$ cat src/rtl/set_bit_iterator_pkg.sv
// Shared types for the set-bit iterator: FSM state encoding.
// Kept in a package so other sequencing blocks can refer to the same states.
package set_bit_iterator_pkg;

    typedef enum logic {
        IDLE = 1'b0,
        RUN  = 1'b1
    } state_t;

endpackage : set_bit_iterator_pkg

$ cat src/rtl/onehot_to_bin.sv
// Combinational one-hot to binary encoder, shared with other blocks.
// An all-zero input encodes to 0; a multi-hot input ORs the indices together.
module onehot_to_bin #(
    parameter  int WIDTH = 16,
    localparam int IDX_W = $clog2(WIDTH)
) (
    input  logic [WIDTH-1:0] onehot,
    output logic [IDX_W-1:0] idx
);

    always_comb begin
        idx = '0;
        for (int i = 0; i < WIDTH; i++) begin
            if (onehot[i]) begin
                idx = idx | IDX_W'(i);
            end
        end
    end

endmodule : onehot_to_bin

$ cat src/rtl/set_bit_iterator.sv
// Expands an accepted word into one beat per set bit, LSB first, with
// valid/ready backpressure. All outputs are decoded from registers only.
//
// state | meaning
// ------+--------------------------------------------------------------
// IDLE  | ready for a new word; no beat presented
// RUN   | presenting lowest set bit of residual; input side stalled
module set_bit_iterator
    import set_bit_iterator_pkg::*;
#(
    parameter  int WIDTH = 16,
    localparam int IDX_W = $clog2(WIDTH)
) (
    input  logic             clk_i,
    input  logic             srst_i,
    input  logic [WIDTH-1:0] data_i,
    input  logic             data_val_i,
    output logic             data_ready_o,
    output logic [WIDTH-1:0] bit_o,
    output logic [IDX_W-1:0] bit_idx_o,
    output logic             bit_last_o,
    output logic             bit_empty_o,
    output logic             bit_val_o,
    input  logic             bit_ready_i
);

    state_t           state;
    logic [WIDTH-1:0] residual;
    logic             empty_q;

    logic             run;
    logic [WIDTH-1:0] low_bit;
    logic [WIDTH-1:0] remaining;
    logic [IDX_W-1:0] low_idx;
    logic             last;

    assign run       = (state == RUN);
    assign low_bit   = residual & (~residual + WIDTH'(1));
    assign remaining = residual & ~low_bit;
    assign last      = empty_q || (remaining == '0);

    onehot_to_bin #(
        .WIDTH (WIDTH)
    ) u_enc (
        .onehot (low_bit),
        .idx    (low_idx)
    );

    always_ff @(posedge clk_i) begin
        if (srst_i) begin
            state    <= IDLE;
            residual <= '0;
            empty_q  <= 1'b0;
        end else begin
            case (state)
                IDLE: begin
                    if (data_val_i) begin
                        residual <= data_i;
                        empty_q  <= (data_i == '0);
                        state    <= RUN;
                    end
                end
                RUN: begin
                    if (bit_ready_i) begin
                        residual <= remaining;
                        if (last) begin
                            empty_q <= 1'b0;
                            state   <= IDLE;
                        end
                    end
                end
                default: state <= IDLE;
            endcase
        end
    end

    // Residual is cleared by the final transfer, but gate anyway so IDLE
    // outputs never depend on what the register happens to hold.
    assign data_ready_o = ~run;
    assign bit_val_o    = run;
    assign bit_o        = run ? low_bit : '0;
    assign bit_idx_o    = run ? low_idx : '0;
    assign bit_last_o   = run & last;
    assign bit_empty_o  = run & empty_q;

endmodule : set_bit_iterator

$ cat config.mk
export PLATFORM = sky130hd
export DESIGN_NAME = set_bit_iterator
export DESIGN_NICKNAME = d
export VERILOG_FILES = /design/src/rtl/set_bit_iterator_pkg.sv /design/src/rtl/onehot_to_bin.sv /design/src/rtl/set_bit_iterator.sv
export SDC_FILE = /design/constraint.sdc
export NUM_CORES = 1
export LEC_CHECK = 0
export CAP_MARGIN = 10
export CORE_MARGIN = 1.5
export CORE_UTILIZATION = 25
export DETAILED_ROUTE_END_ITERATION = 12
export PLACE_DENSITY_LB_ADDON = 0.12
export REMOVE_ABC_BUFFERS = 1
export SLEW_MARGIN = 5
export SYNTH_ARGS = -nofsm -noshare
export SYNTH_HDL_FRONTEND = slang
export SYNTH_SLANG_ARGS = --single-unit
$ cat constraint.sdc
create_clock -name clk_i -period 2.26 [get_ports clk_i]
set_clock_uncertainty 0.05 [all_clocks]
set_input_delay 0.452 -clock clk_i [delete_from_list [all_inputs] [get_ports clk_i]]
set_output_delay 0.452 -clock clk_i [all_outputs]
set_load 0.02 [all_outputs]
[After elaboration in Yosys (flattened, before gate mapping)]
Cells that the tools add are included.
Operators by class
  $add $sub $neg: 1
  eq/ne operators: 3
  muxes and demuxes: 28
  bitwise logic cells: 7
  reduce and logical (&&, ||, !) cells: 5
Operators with widths (number)
  two-way mux 16 bit: 3
  two-way mux 4 bit: 9
  AND 16 bit: 2
  zero test 16 bit: 2
  NOT 16 bit: 2
  case mux 16 bit (2 select lines): 1
  adder 16 x 1 -> 16 bit, second input constant: 1
  two-way mux 3 bit: 4
  two-way mux 1 bit: 7
  two-way mux 2 bit: 2
  inequality test 2 bit, second input constant: 2
  case mux 1 bit (2 select lines): 2
  AND reduction 3 bit: 1
  AND 1 bit: 2
  inequality test 2 x 1 -> 1 bit, second input constant: 1
  AND reduction 2 bit: 1
  logical OR 1 bit: 1
  NOT 1 bit: 1
Word-level totals
  bits in registers: 18
  bits of input ports: 20
  output and inout bits: 24
  word-level logic and storage cells: 47

[Longest topological paths before layout]
  depth in word-level cells: 19
  depth in mapped cells: 7
  mapped depth without buffers: 5

[Cells and area by module]
From an unflattened synthesis, not the netlist that was laid out.
Unflattened totals
  cells, all modules: 186
  area total of the unflattened synthesis: 1360.1 um^2
Modules (own cells, without submodules)
  set_bit_iterator: instances 1, cells an instance 175, area an instance 1295.0 um^2, sequential area each 360.3 um^2
  onehot_to_bin: instances 1, cells an instance 11, area an instance 65.1 um^2, sequential area each 0.0 um^2

[Worst setup path before layout]
No wires, ideal clock.
  path type: flip-flop to output port
  from: register residual[2]
  to: output bit_last_o
  data arrival time: 2.041 ns
  required time: 1.758 ns
  slack: -0.283 ns
  cell stages (with the launch flop): 8
  path buffers: 2
  cell sequence: dfxtp_1 buf_6 or4_4 buf_6 nor4_4 o21ai_2 o41ai_2 and2_1
On the way
  word-level cells in the longest chain between the ends: 8
RTL lines
  start, declared: RTL line set_bit_iterator.sv:28  | logic [WIDTH-1:0] residual;
  start signal, assigned: RTL line set_bit_iterator.sv:58  | residual <= data_i;
  start signal, assigned: RTL line set_bit_iterator.sv:65  | residual <= remaining;
  NOT 16 bit: RTL line set_bit_iterator.sv:38  | assign low_bit = residual & (~residual + WIDTH'(1));
  adder 16 x 1 -> 16 bit: RTL line set_bit_iterator.sv:38
  AND 16 bit: RTL line set_bit_iterator.sv:38
  NOT 16 bit: RTL line set_bit_iterator.sv:39  | assign remaining = residual & ~low_bit;
  AND 16 bit (*): RTL line set_bit_iterator.sv:39
  zero test 16 bit (*): RTL line set_bit_iterator.sv:40  | assign last = empty_q || (remaining == '0);
  logical OR 1 bit (*): RTL line set_bit_iterator.sv:40
  AND 1 bit (*): RTL line set_bit_iterator.sv:83  | assign bit_last_o = run & last;
  end, declared: RTL line set_bit_iterator.sv:21  | output logic bit_last_o,
Every way passes the cells marked *; elsewhere a longest branch is shown, timed or not.

[Worst setup path in the final report]
  from: register residual[4]
  to: output bit_last_o
The elaborated chain is that of the path after synthesis.

==> qor.yml <==
place:
  numPortBuffers: 43
  hpwl_um: 3800
  dp_cells: 320
  gp_congestion: 0.843
synth:
  yosys_warnings: 0
  synth_flop_cell: "dfxtp_1"
  ys_types: 42
  yosys-top-cells-area: "dfxtp_1 (28%), nand2_1 (8.3%), a21oi_1 (6.7%)"
  synthCells: 180
  syn_avg_cell_area_sq_um: 7.08
  netlist_area_sq_um: 1270
  ys_ff_latch: 18
  synth_edf_count: 0
  synth_seq_area_share_pct: 28.3
  synth_area_leader_cell: "dfxtp_1"
  synth_top_cell_area_share_pct: 28.3
  synthArstFlopShare_pct: 0
power:
  max-vdd-ir-drop_v: 0.000315
  leakage_nw: 0.995
  p_per_area_nw_per_um2: 527
final_layout:
  layout-drive-gt1-share_pct: 41.0
  final_cell_mix: "buf_4 (50), nand2_1 (24), clkdlybuf4s50_1 (23)"
  final_common_cell: "buf_4"
  fin_cells: 338
  area_growth_pct: 87.8
  nNetsFinal: 292
  insertedDiodeCount: 0
global_routing:
  grt_pass1_wl_um: 7930
  grt_max_degree: 16
  antenna_found_initial: 0
  overflow: 0
  grt_pass1_vias: 1601
  grt.total_usage_pct: 19.3
critical_path:
  worstPathBufferInverterCount: 1
  path_max_fanout: 4
  crit_path_end_kind: "output pin"
  worst-endpoint-required_ns: 1.76
  cp_top_family: "simple AND/OR/NAND/NOR gates"
  slowest_delay_ns: 0.58
  worstPathArrival_ns: 2.18
  path_cells: "or4_4 -> nor4_4 -> o21ai_2 -> o41ai_2 -> and2_1 -> buf_6"
  worstSetupPathType: "flip-flop to output pin"
  cp_slowest_cell: "or4_4"
  cp-start-kind: "flip-flop"
cts:
  cts-htree-levels: 1
  clk_pin_slew_ns: 0.08
  cts_buffer_depth: 2
  cts_tree: "done"
  clk_latency_ns: 0.26
  clock_sinks: 18
  clockRootBuffer: "clkbuf_8"
  cts-buffers-inserted: 3
timing:
  layout_min_cycle_time_ns: 2.68
  slew_headroom_pct: 65.9
  fmax_mhz: 373
  hold_violations: 0
  finalSetupViolCount: 14
  rsz0062_at_grt: "yes"
  timing.final.crit_share_pct: 119
  worst_slew_pin_slew_ns: 0.507
  slew_violations: 0
  hold_slack_ns: 0.438
  layout_setup_ws_ns: -0.419
die:
  fp.dieH_um: 74.4
  floorplan.core_area_sq_um: 4820
  rows: 25
  dieArea_sq_um: 5530
  initial_core_util_pct: 26.4
  io_pins: 44
  die_width_um: 74.4
detailed_routing:
  drc_errors: 0
  firstDrtPassIters: 4
  viasPerCell: 5.25
  antenna_left: 0
  via_count: 1776
  routed_wl_um: 5340
  drtIter0Drc: 101
  wl_per_cell_um: 15.8
job:
  maxCapViolCount: 0
min_path:
  hold_path_class: "flip-flop to flip-flop"
status:
  violations: "negative setup slack"
  outcome: "finished with violations"
## through the flow
stage | TNS [ns] | instance area [sq um] | setup WS, ns | utilization [%] | power, mW
2_1_floorplan | -0.858 | 1210 | -0.219 | - | 0.575
3_3_place_gp | -5.72 | 2050 | -0.633 | 42.5 | 0.840
3_5_place_dp | -5.75 | 2050 | -0.651 | 42.5 | 0.838
4_1_cts | -2.68 | 2230 | -0.388 | 46.2 | 1.18
5_1_grt | -4.25 | 2390 | -0.500 | 49.7 | 1.32
6_report | -3.15 | 2390 | -0.419 | 49.7 | 1.26
## flip-flops by register name (all words and copies together), names as in the netlist
name,cells
empty_q,1
residual,16
bit_val_o,1
## worst min-delay path, cell delays in order (launching register included)
cell and delay [ns]:
dfxtp_1 0.33, a21oi_1 0.06, nor2_1 0.07
## layout make-up
type / instances / area [sq um]
multi-input combinational: 145 / 986
sequential: 18 / 365
clock buffer: 4 / 55.1
timing repair buffer: 100 / 887
inverter: 4 / 15.0
fill: 501 / 2420
tap: 67 / 83.8
## final timing paths
| kind | from | end | slack (ns) | depth (start not counted) |
|---|---|---|---|---|
| min | empty_q | empty_q | 0.44 | 2 |
| max reg2reg | residual[4] | bit_val_o | 0.32 | 5 |
| max | residual[4] | bit_last_o | -0.42 | 6 |
| min reg2reg | empty_q | empty_q | 0.44 | 2 |
## Yosys cell counts, drive strengths merged, types with 4 or more instances
| library cell | count |
|---|---|
| nand2 | 28 |
| o21ai | 13 |
| and2 | 5 |
| a211oi | 4 |
| buf | 5 |
| nor3 | 11 |
| dfxtp | 18 |
| a221oi | 5 |
| nor2 | 18 |
| a21oi | 17 |
| nor4 | 7 |
| clkbuf | 8 |
| and3 | 6 |
## cells by family (layout without fill, tap and decap cells)
logic type	Yosys count	count (layout)	synth area share [%]
compound gates	52	52	26.2
buf+inv	17	108	6.29
mux	1	1	0.786
simple gates	90	90	36.8
flops	18	18	28.3
fa+ha+maj	2	2	1.57
## power breakdown
part / leakage, nW / internal, mW / total (mW) / switching (mW)
registers: 0.149 / 0.338 / 0.350 / 0.0123
clock network: 0.0288 / 0.155 / 0.281 / 0.126
logic: 0.817 / 0.325 / 0.629 / 0.304
total: 0.995 / 0.818 / 1.26 / 0.443
## metal layers
| layer | up-vias | GRT usage [%] | routed length, um |
|---|---|---|---|
| met2 | 72 | 30.7 | 2500 |
| met3 | 14 | 2.57 | 287 |
| met5 | - | 0 | 0 |
| li1 | 858 | - | - |
| met1 | 832 | 26.0 | 2370 |
| met4 | 0 | 8.69 | 177 |
## what timing repair did
item,4_1_cts,5_1_grt
setup buffers,8,11
setup endpoints to repair,18,17
gates resized for setup,116,33
hold buffers,0,0
pin swaps,12,10
(Power assumes the default switching activity.)
